`src/rtl/seg7_scan.sv`:
```
// Four-digit multiplexed seven-segment scanner. Digits are captured once per
// frame into shadow registers so a scan never mixes two different counts.
module seg7_scan #(
    parameter int SCAN_DIV   = 100000,
    parameter int BLANK_LEAD = 1
) (
    input  logic       C_CLK,
    input  logic       RST,
    input  logic       S_EN,
    input  logic [3:0] D_IN3,
    input  logic [3:0] D_IN2,
    input  logic [3:0] D_IN1,
    input  logic [3:0] D_IN0,
    input  logic [3:0] DP_IN,
    output logic [3:0] AN,
    output logic [6:0] SEG,
    output logic       DP,
    output logic       SCAN_TICK
);

    localparam logic [19:0] CNT_LAST = 20'(SCAN_DIV - 1);

    logic [19:0] cnt;
    logic [1:0]  idx;
    logic [3:0]  sh_dig [4];
    logic [3:0]  sh_dp;

    logic        slot_end;
    logic [3:0]  cur_dig;
    logic        blank;
    logic [6:0]  seg_next;
    logic [3:0]  an_next;

    function automatic logic [6:0] decode(input logic [3:0] v);
        logic [6:0] s;
        case (v)
            4'd0:    s = 7'b1000000;
            4'd1:    s = 7'b1111001;
            4'd2:    s = 7'b0100100;
            4'd3:    s = 7'b0110000;
            4'd4:    s = 7'b0011001;
            4'd5:    s = 7'b0010010;
            4'd6:    s = 7'b0000010;
            4'd7:    s = 7'b1111000;
            4'd8:    s = 7'b0000000;
            4'd9:    s = 7'b0010000;
            default: s = 7'b0111111;
        endcase
        return s;
    endfunction

    assign slot_end = (cnt == CNT_LAST);

    always_comb begin
        cur_dig  = sh_dig[idx];
        blank    = 1'b0;
        // A digit is a leading zero only if it and every digit above it are 0.
        case (idx)
            2'd3:    blank = (sh_dig[3] == 4'd0);
            2'd2:    blank = (sh_dig[3] == 4'd0) && (sh_dig[2] == 4'd0);
            2'd1:    blank = (sh_dig[3] == 4'd0) && (sh_dig[2] == 4'd0)
                             && (sh_dig[1] == 4'd0);
            default: blank = 1'b0;
        endcase
        if (BLANK_LEAD != 0 && blank)
            seg_next = 7'b1111111;
        else
            seg_next = decode(cur_dig);
        an_next      = 4'b1111;
        an_next[idx] = 1'b0;
    end

    always_ff @(posedge C_CLK) begin
        if (RST) begin
            cnt       <= '0;
            idx       <= '0;
            sh_dig[0] <= '0;
            sh_dig[1] <= '0;
            sh_dig[2] <= '0;
            sh_dig[3] <= '0;
            sh_dp     <= '0;
            AN        <= 4'b1111;
            SEG       <= 7'b1111111;
            DP        <= 1'b1;
            SCAN_TICK <= 1'b0;
        end else if (S_EN) begin
            SCAN_TICK <= 1'b0;
            if (slot_end) begin
                cnt       <= '0;
                idx       <= idx + 2'd1;
                SCAN_TICK <= 1'b1;
                if (idx == 2'd3) begin
                    sh_dig[3] <= D_IN3;
                    sh_dig[2] <= D_IN2;
                    sh_dig[1] <= D_IN1;
                    sh_dig[0] <= D_IN0;
                    sh_dp     <= DP_IN;
                end
            end else begin
                cnt <= cnt + 20'd1;
            end
            // Output stage samples pre-edge idx/shadow, so it trails idx by a cycle.
            AN  <= an_next;
            SEG <= seg_next;
            DP  <= ~sh_dp[idx];
        end else begin
            SCAN_TICK <= 1'b0;
            AN        <= 4'b1111;
            SEG       <= 7'b1111111;
            DP        <= 1'b1;
        end
    end

endmodule
```
`config.mk`:
```
export PLATFORM = sky130hd
export DESIGN_NAME = seg7_scan
export DESIGN_NICKNAME = d
export VERILOG_FILES = /design/src/rtl/seg7_scan.sv
export SDC_FILE = /design/constraint.sdc
export NUM_CORES = 1
export LEC_CHECK = 0
export CAP_MARGIN = 20
export CORE_MARGIN = 4
export CORE_UTILIZATION = 49
export CTS_CLUSTER_DIAMETER = 120
export DETAILED_ROUTE_END_ITERATION = 6
export GPL_TIMING_DRIVEN = 0
export PLACE_DENSITY = 0.76
export SETUP_SLACK_MARGIN = 0.15
export SLEW_MARGIN = 20
export SYNTH_ARGS = -nofsm -noshare
export SYNTH_HDL_FRONTEND = slang
export SYNTH_SLANG_ARGS = --single-unit
export TNS_END_PERCENT = 1
```
`constraint.sdc`:
```
create_clock -name C_CLK -period 2.01 [get_ports C_CLK]
set_input_delay 0.3015 -clock C_CLK [delete_from_list [all_inputs] [get_ports C_CLK]]
set_output_delay 0.3015 -clock C_CLK [all_outputs]
set_load 0.02 [all_outputs]
```
==> impl_metrics.yaml, run 1 <==
die:
  dieArea_um2: 6529
  rows: 26
  coreArea_um2: 5107
  chipWidth_um: 80.81
  die_y_um: 80.81
  start_util: 0.5086
  boundaryPins: 36
grt:
  grt_use_met1: 0.2511
  grt-ovfl-total: 0
  globalRouteMet2Util: 0.2898
  grt_pass1_wl_um: 9287
  busiest_layer: "met2"
  grt_max_degree: 11
  grt_use_total: 0.1875
  grt_pass1_vias: 2006
  use_met3: 0.03548
  antenna_found_initial: 0
setup_path:
  critPathBufInv: 1
  regToRegSetupSlack_ps: 80
  cp_cell_sequence: "or4_4 > nor4_4 > and4_4 > buf_4 > and2_1"
  cp_data_required_time_ps: 2220
  critical-path-max-stage-delay_ps: 550
  setup.worst_path.start_class: "flop"
  critical_path.slowest_cell: "or4_4"
  crit_family: "simple AND/OR/NAND/NOR gates"
  criticalPathCategory: "flop to flop"
  worstPathArrival_ps: 2130
  end_kind: "flop"
  worstReg2RegStart: "cnt[18]$_SDFFE_PP0P_"
  timing.rr.end: "sh_dig[3][0]$_SDFFCE_PN0P_"
  crit_fanout: 5
  r2r_cells: 5
yosys:
  synth-seq-cells: 57
  synthArstFlopShare: 0
  synth_cells: 246
  synth_top_flop_cell: "dfxtp_1"
  syn_nets: 280
  synth.cell_area_um2: 2597
  synth_top_area_share: 0.3160
  synthDistinctLibCells: 42
  synth_edf_count: 16
  synth_top_area_cell: "dfxtp_1"
  yosysSeqAreaShare: 0.5010
  avgSynthCellArea_um2: 10.56
  synth_area_leaders: "dfxtp_1 (32%), edfxtp_1 (18%), ha_1 (5.3%)"
  yosys_warnings: 0
min_path:
  hold_start: "S_EN"
  hold_path_class: "input port to flop"
  holdPathStages: 3
  hold_path_end: "cnt[0]$_SDFFE_PP0P_"
pwr:
  ir_drop_mv: 0.5369
  power.leakage_nw: 1.296
  power_density_nw_per_um2: 722.6
detailed_routing:
  via_per_inst: 5.407
  finalWirelength_um: 5777
  vias: 2033
  drtAntennaViolNets: 0
  wl_per_cell_um: 15.36
  drt-initial-drc-count: 117
  drt_first_pass_iters: 4
  remaining_drc_errors: 0
timing:
  worst_pin_slew_ps: 406.4
  skew_ps: 7.213
  period_share: 0.9592
  hold_viol: 0
  fin_crit_ps: 1928
  fmax_ghz: 0.5187
  slew_viol_final: 0
  max_slew_margin: 0.7266
  fin_ws_ps: 82.01
  setup_viol: 0
  grt_setup_unrepaired: "true"
place:
  port_buffers: 34
  pre_cts_ws_ps: -69.02
  hpwl_um: 3706
  place.gp.congestion: 0.8263
  placed_cell_area_um2: 3042
cells_and_area:
  final_common_cell: "clkdlybuf4s50_1"
  diodes: 0
  fillers: 391
  final_cell_area_um2: 3463
  drive_gt1_frac: 0.2255
  layout.nets: 335
  layout_common_cells: "clkdlybuf4s50_1 (34), dfxtp_1 (28), nor2_1 (24)"
  area_delta_synth_final_pct: 33.33
clock_network:
  cts_tree: "built"
  htree_levels: 3
  ctsRootBufferMaster: "clkbuf_8"
  clk_latency_ps: 330
  hold_buffers: 0
  cts_made_buffers: 9
  clockBufferDepth: 2
  path_clk_slew_ps: 60
  clock_sinks: 57
run:
  drv_cap: 0
outcome:
  run_status: "finished clean"
-- worst max path at each step --
stage | startpoint | to | slack, ps | depth (start not counted)
detailed placement | cnt[0]$_SDFFE_PP0P_ | cnt[1]$_SDFFE_PP0P_ | -70 | 7
floorplan | cnt[12]$_SDFFE_PP0P_ | sh_dig[0][0]$_SDFFCE_PN0P_ | 140 | 4
global placement | cnt[13]$_SDFFE_PP0P_ | cnt[12]$_SDFFE_PP0P_ | -50 | 6
CTS | cnt[3]$_SDFFE_PP0P_ | sh_dig[2][3]$_SDFFCE_PN0P_ | 60 | 5
finish | cnt[18]$_SDFFE_PP0P_ | sh_dig[3][0]$_SDFFCE_PN0P_ | 80 | 5
global route | cnt[12]$_SDFFE_PP0P_ | sh_dig[3][3]$_SDFFCE_PN0P_ | 30 | 5
-- state kept, by name (all words and copies together), names as in the netlist, named ones only --
name       flops
idx            2
cnt           20
DP             1
sh_dig        16
SEG            7
AN             4
SCAN_TICK      1
sh_dp          4
-- cell families (layout without fill, tap and decap cells) --
family                   after synthesis  after routing  synth area share
AND/OR/NAND/NOR                      106            106            0.2288
flip-flops                            57             57            0.5010
AO/OA/AOI/OAI                         33             34           0.08574
buffers and inverters                 17             76           0.02793
XOR/XNOR                              13             13           0.04383
adder cells (fa/ha/maj)               11             11           0.05299
multiplexers                           9              9           0.05973
-- per-layer routing --
metal | up-vias | part of all wire
met3 | 14 | 0.056
met1 | 945 | 0.45
met5 | - | 0
met2 | 75 | 0.47
met4 | 0 | 0.023
li1 | 999 | -
-- cells in the mapped netlist (2+ instances only) --
library cell / number
or3_1: 6
mux4_2: 5
and4_1: 2
xnor2_1: 9
buf_2: 7
ha_1: 11
nor2b_1: 3
a22oi_1: 2
o31ai_1: 3
or4_1: 3
mux2_1: 2
nand4_1: 4
nor2_1: 24
edfxtp_1: 16
nand4_2: 2
o21ai_0: 7
nor3_1: 3
nor4_1: 8
inv_1: 9
a21oi_1: 9
mux2i_1: 2
nand2b_1: 2
and2_1: 16
xor2_1: 4
a211oi_1: 2
nand3_1: 3
dfxtp_1: 41
and3_1: 3
a32o_1: 4
nand2_1: 20
a21o_1: 3
-- per-stage QoR --
step                      power (mW)  hold slack [ps]  setup TNS [ps]    util  cells
after global placement         1.390            467.5          -463.7  0.5955    350
after CTS                      2.525            368.6               0  0.6568    370
after detailed placement       1.397            473.6          -765.1  0.5955    350
final                          2.503            377.3               0  0.6781    376
after global routing           2.604            388.7               0  0.6781    376
after floorplan                1.317            373.9               0       -    246
-- layout make-up --
cell class,instances,area [um2],share of cell area
inverters,10,37.54,0.01084
clock buffers,9,123.9,0.03577
flip-flops and latches,57,1323,0.3819
clock inverters,7,85.08,0.02457
multi-input cells,173,1333,0.3848
well taps,70,87.58,0.02529
repair buffers,43,411.6,0.1189
plain buffers,7,62.56,0.01806
-- timing repair --
item	in CTS	in global routing
pin swaps	5	6
setup buffers	3	4
gates resized for setup	18	26
cloned	1	2
endpoints found under the setup margin	61	59
-- worst reg2reg max path, delay by kind of cell, from the launching register on --
family	cells	cell delay, ps
and+or+nand+nor	4	1330
DFF	1	330
buffers and inverters	1	150
-- power by group --
| part | leakage, nW | total [mW] | switching [mW] | internal [mW] |
|---|---|---|---|---|
| Sequential | 0.491 | 1.22 | 0.0168 | 1.21 |
| Combinational | 0.701 | 0.153 | 0.0703 | 0.0830 |
| Clock | 0.104 | 1.13 | 0.442 | 0.684 |
(Power assumes the default switching activity.)
==> inputs of run 2 (changes only) <==
--- a/config.mk
+++ b/config.mk
@@ -7,14 +7,14 @@
 export LEC_CHECK = 0
 export CAP_MARGIN = 20
 export CORE_MARGIN = 4
-export CORE_UTILIZATION = 49
+export CORE_UTILIZATION = 50
 export CTS_CLUSTER_DIAMETER = 120
 export DETAILED_ROUTE_END_ITERATION = 6
 export GPL_TIMING_DRIVEN = 0
-export PLACE_DENSITY = 0.76
+export PLACE_DENSITY = 0.74
 export SETUP_SLACK_MARGIN = 0.15
 export SLEW_MARGIN = 20
 export SYNTH_ARGS = -nofsm -noshare
 export SYNTH_HDL_FRONTEND = slang
 export SYNTH_SLANG_ARGS = --single-unit
-export TNS_END_PERCENT = 1
+export TNS_END_PERCENT = 20
==> constraint.sdc (replaced) <==
create_clock -name C_CLK -period 2 [get_ports C_CLK]
set_input_delay 0.3 -clock C_CLK [delete_from_list [all_inputs] [get_ports C_CLK]]
set_output_delay 0.3 -clock C_CLK [all_outputs]
set_load 0.02 [all_outputs]
==> impl_metrics.yaml, run 2 (synthesis gave the netlist of run 1 again) <==
grt:
  antenna_found_initial: 0
  grt_pass1_vias: 1878
  grt_pass1_wl_um: 8832
  grt_max_degree: 11
  grt-ovfl-total: 0
  grt_use_total: 0.1831
setup_path:
  worstReg2RegStart: "cnt[3]$_SDFFE_PP0P_"
  cp_data_required_time_ps: 2040
  timing.rr.end: "sh_dig[0][2]$_SDFFCE_PN0P_"
  r2r_cells: 5
  worstPathArrival_ps: 2040
  cp-startpoint: "cnt[3]$_SDFFE_PP0P_"
  crit_fanout: 8
  cp_cell_sequence: "buf_6 > nand4_1 > or4b_4 > nor3_4 > a21o_4"
  end_kind: "flop"
  criticalPathCategory: "flop to flop"
  regToRegSetupSlack_ps: -3
  setup.worst_path.start_class: "flop"
  critical_path.slowest_cell: "or4b_4"
  critical-path-max-stage-delay_ps: 580
cells_and_area:
  layout.nets: 328
  diodes: 0
  final_common_cell: "clkdlybuf4s50_1"
  area_delta_synth_final_pct: 32.27
  layout_common_cells: "clkdlybuf4s50_1 (34), dfxtp_1 (32), nor2_1 (24)"
  largest_register_ffs: 20
  regMostFlops: "cnt"
  drive_gt1_frac: 0.1940
  fillers: 365
  top_regs: "cnt (20), sh_dig (16), SEG (7)"
  final_cell_area_um2: 3436
pwr:
  power.leakage_nw: 1.259
  combPwrFrac: 0.063
  power_density_nw_per_um2: 738.6
  p_clk_frac: 0.451
  p_switching_mw: 0.5442
  ir_drop_mv: 0.4384
  seqPwrFrac: 0.486
  sw_frac_of_total: 0.2145
  p_int_mw: 1.993
die:
  die_y_um: 80.08
  dieArea_um2: 6412
  start_util: 0.5323
  rows: 25
  boundaryPins: 36
  coreArea_um2: 4880
  chipWidth_um: 80.08
detailed_routing:
  drt-initial-drc-count: 124
  drt_first_pass_iters: 4
  via_per_inst: 5.418
  finalWirelength_um: 5533
  drtAntennaViolNets: 0
  wl_per_cell_um: 15.12
  remaining_drc_errors: 0
  vias: 1983
clock_network:
  cts_tree: "built"
  clk_latency_ps: 340
  path_clk_slew_ps: 70
  cts_made_buffers: 9
  clock_sinks: 57
  hold_buffers: 0
  ctsRootBufferMaster: "clkbuf_8"
  htree_levels: 3
  clockBufferDepth: 2
timing:
  fmax_ghz: 0.4992
  setup_viol: 1
  worst_pin_slew_ps: 401.0
  fin_crit_ps: 2003
  grt_setup_unrepaired: "true"
  slew_viol_final: 0
  fin_ws_ps: -3.135
  fin_setup_tns_ps: -3.135
  hold_viol: 0
  period_share: 1.002
  max_slew_margin: 0.7321
  skew_ps: 10.67
  hold_slack_ps: 399.3
outcome:
  violations: "negative setup slack"
  run_status: "finished with violations"
run:
  drv_cap: 0
place:
  placed_cell_area_um2: 3038
  port_buffers: 34
  place.gp.congestion: 0.8459
  hpwl_um: 3676
min_path:
  holdPathStages: 3
  hold_path_class: "input port to flop"
  hold_path_end: "cnt[0]$_SDFFE_PP0P_"
  hold_start: "S_EN"
## run 2: worst max path at each step
| stage | end | slack [ps] | depth (start not counted) |
|---|---|---|---|
| 2_1_floorplan | sh_dig[0][0]$_SDFFCE_PN0P_ | 130 | 4 |
| 6_report | sh_dig[0][2]$_SDFFCE_PN0P_ | -3 | 5 |
| 3_3_place_gp | cnt[5]$_SDFFE_PP0P_ | -60 | 6 |
| 5_1_grt | sh_dig[0][2]$_SDFFCE_PN0P_ | -60 | 4 |
| 4_1_cts | sh_dig[0][2]$_SDFFCE_PN0P_ | 5 | 5 |
| 3_5_place_dp | cnt[3]$_SDFFE_PP0P_ | -90 | 7 |
## run 2: repair_timing
action,CTS,global route
gates resized for setup,8,33
buffers inserted,2,0
pin swaps,4,10
setup endpoints to repair,54,64
gates cloned,1,0
## run 2: metal layers
metal | part of all wire | GRT usage | up-vias
met4 | 0.015 | 0.07939 | 0
met5 | 0 | 0 | -
met3 | 0.053 | 0.05381 | 8
met2 | 0.46 | 0.2848 | 45
li1 | - | - | 990
met1 | 0.47 | 0.2359 | 940
## run 2: worst max-delay path: cells and delay by family (launching register included)
| family | cells | cell delay (ps) |
|---|---|---|
| compound gates | 1 | 250 |
| buf+inv | 1 | 100 |
| simple gates | 3 | 1020 |
| flops | 1 | 330 |
## run 2: stage by stage
stage	power, mW	utilization	setup WS (ps)	instances
2_1_floorplan	1.323	-	130.4	246
3_3_place_gp	1.399	0.6226	-58.04	347
3_5_place_dp	1.403	0.6226	-94.69	347
4_1_cts	2.537	0.6762	5.036	366
5_1_grt	2.619	0.7041	-56.33	366
6_report	2.538	0.7041	-3.135	366
## run 2: layout make-up
class | instances | area, um2 | share of cell area
clock buffers | 10 | 127.6 | 0.03714
well taps | 67 | 83.83 | 0.02440
repair buffers | 36 | 355.3 | 0.1034
clock inverters | 6 | 82.58 | 0.02403
inverters | 10 | 37.54 | 0.01092
plain buffers | 7 | 68.82 | 0.02003
flip-flops and latches | 57 | 1315 | 0.3827
multi-input cells | 173 | 1365 | 0.3973
## run 2: power groups by stage
stage / combinational [mW] / clock, mW / sequential (mW)
2_1_floorplan: 0.0629 / 0 / 1.26
4_1_cts: 0.153 / 1.15 / 1.23
6_report: 0.159 / 1.14 / 1.23
3_3_place_gp: 0.145 / 0 / 1.25
5_1_grt: 0.173 / 1.21 / 1.24
3_5_place_dp: 0.148 / 0 / 1.26
==> inputs of run 3 (changes only) <==
--- a/config.mk
+++ b/config.mk
@@ -5,6 +5,7 @@
 export SDC_FILE = /design/constraint.sdc
 export NUM_CORES = 1
 export LEC_CHECK = 0
+export ABC_CLOCK_PERIOD_IN_PS = 2000
 export CAP_MARGIN = 20
 export CORE_MARGIN = 4
 export CORE_UTILIZATION = 50
==> results of run 3 <==
The final DEF is identical to that of run 2; final timing and power are the same.
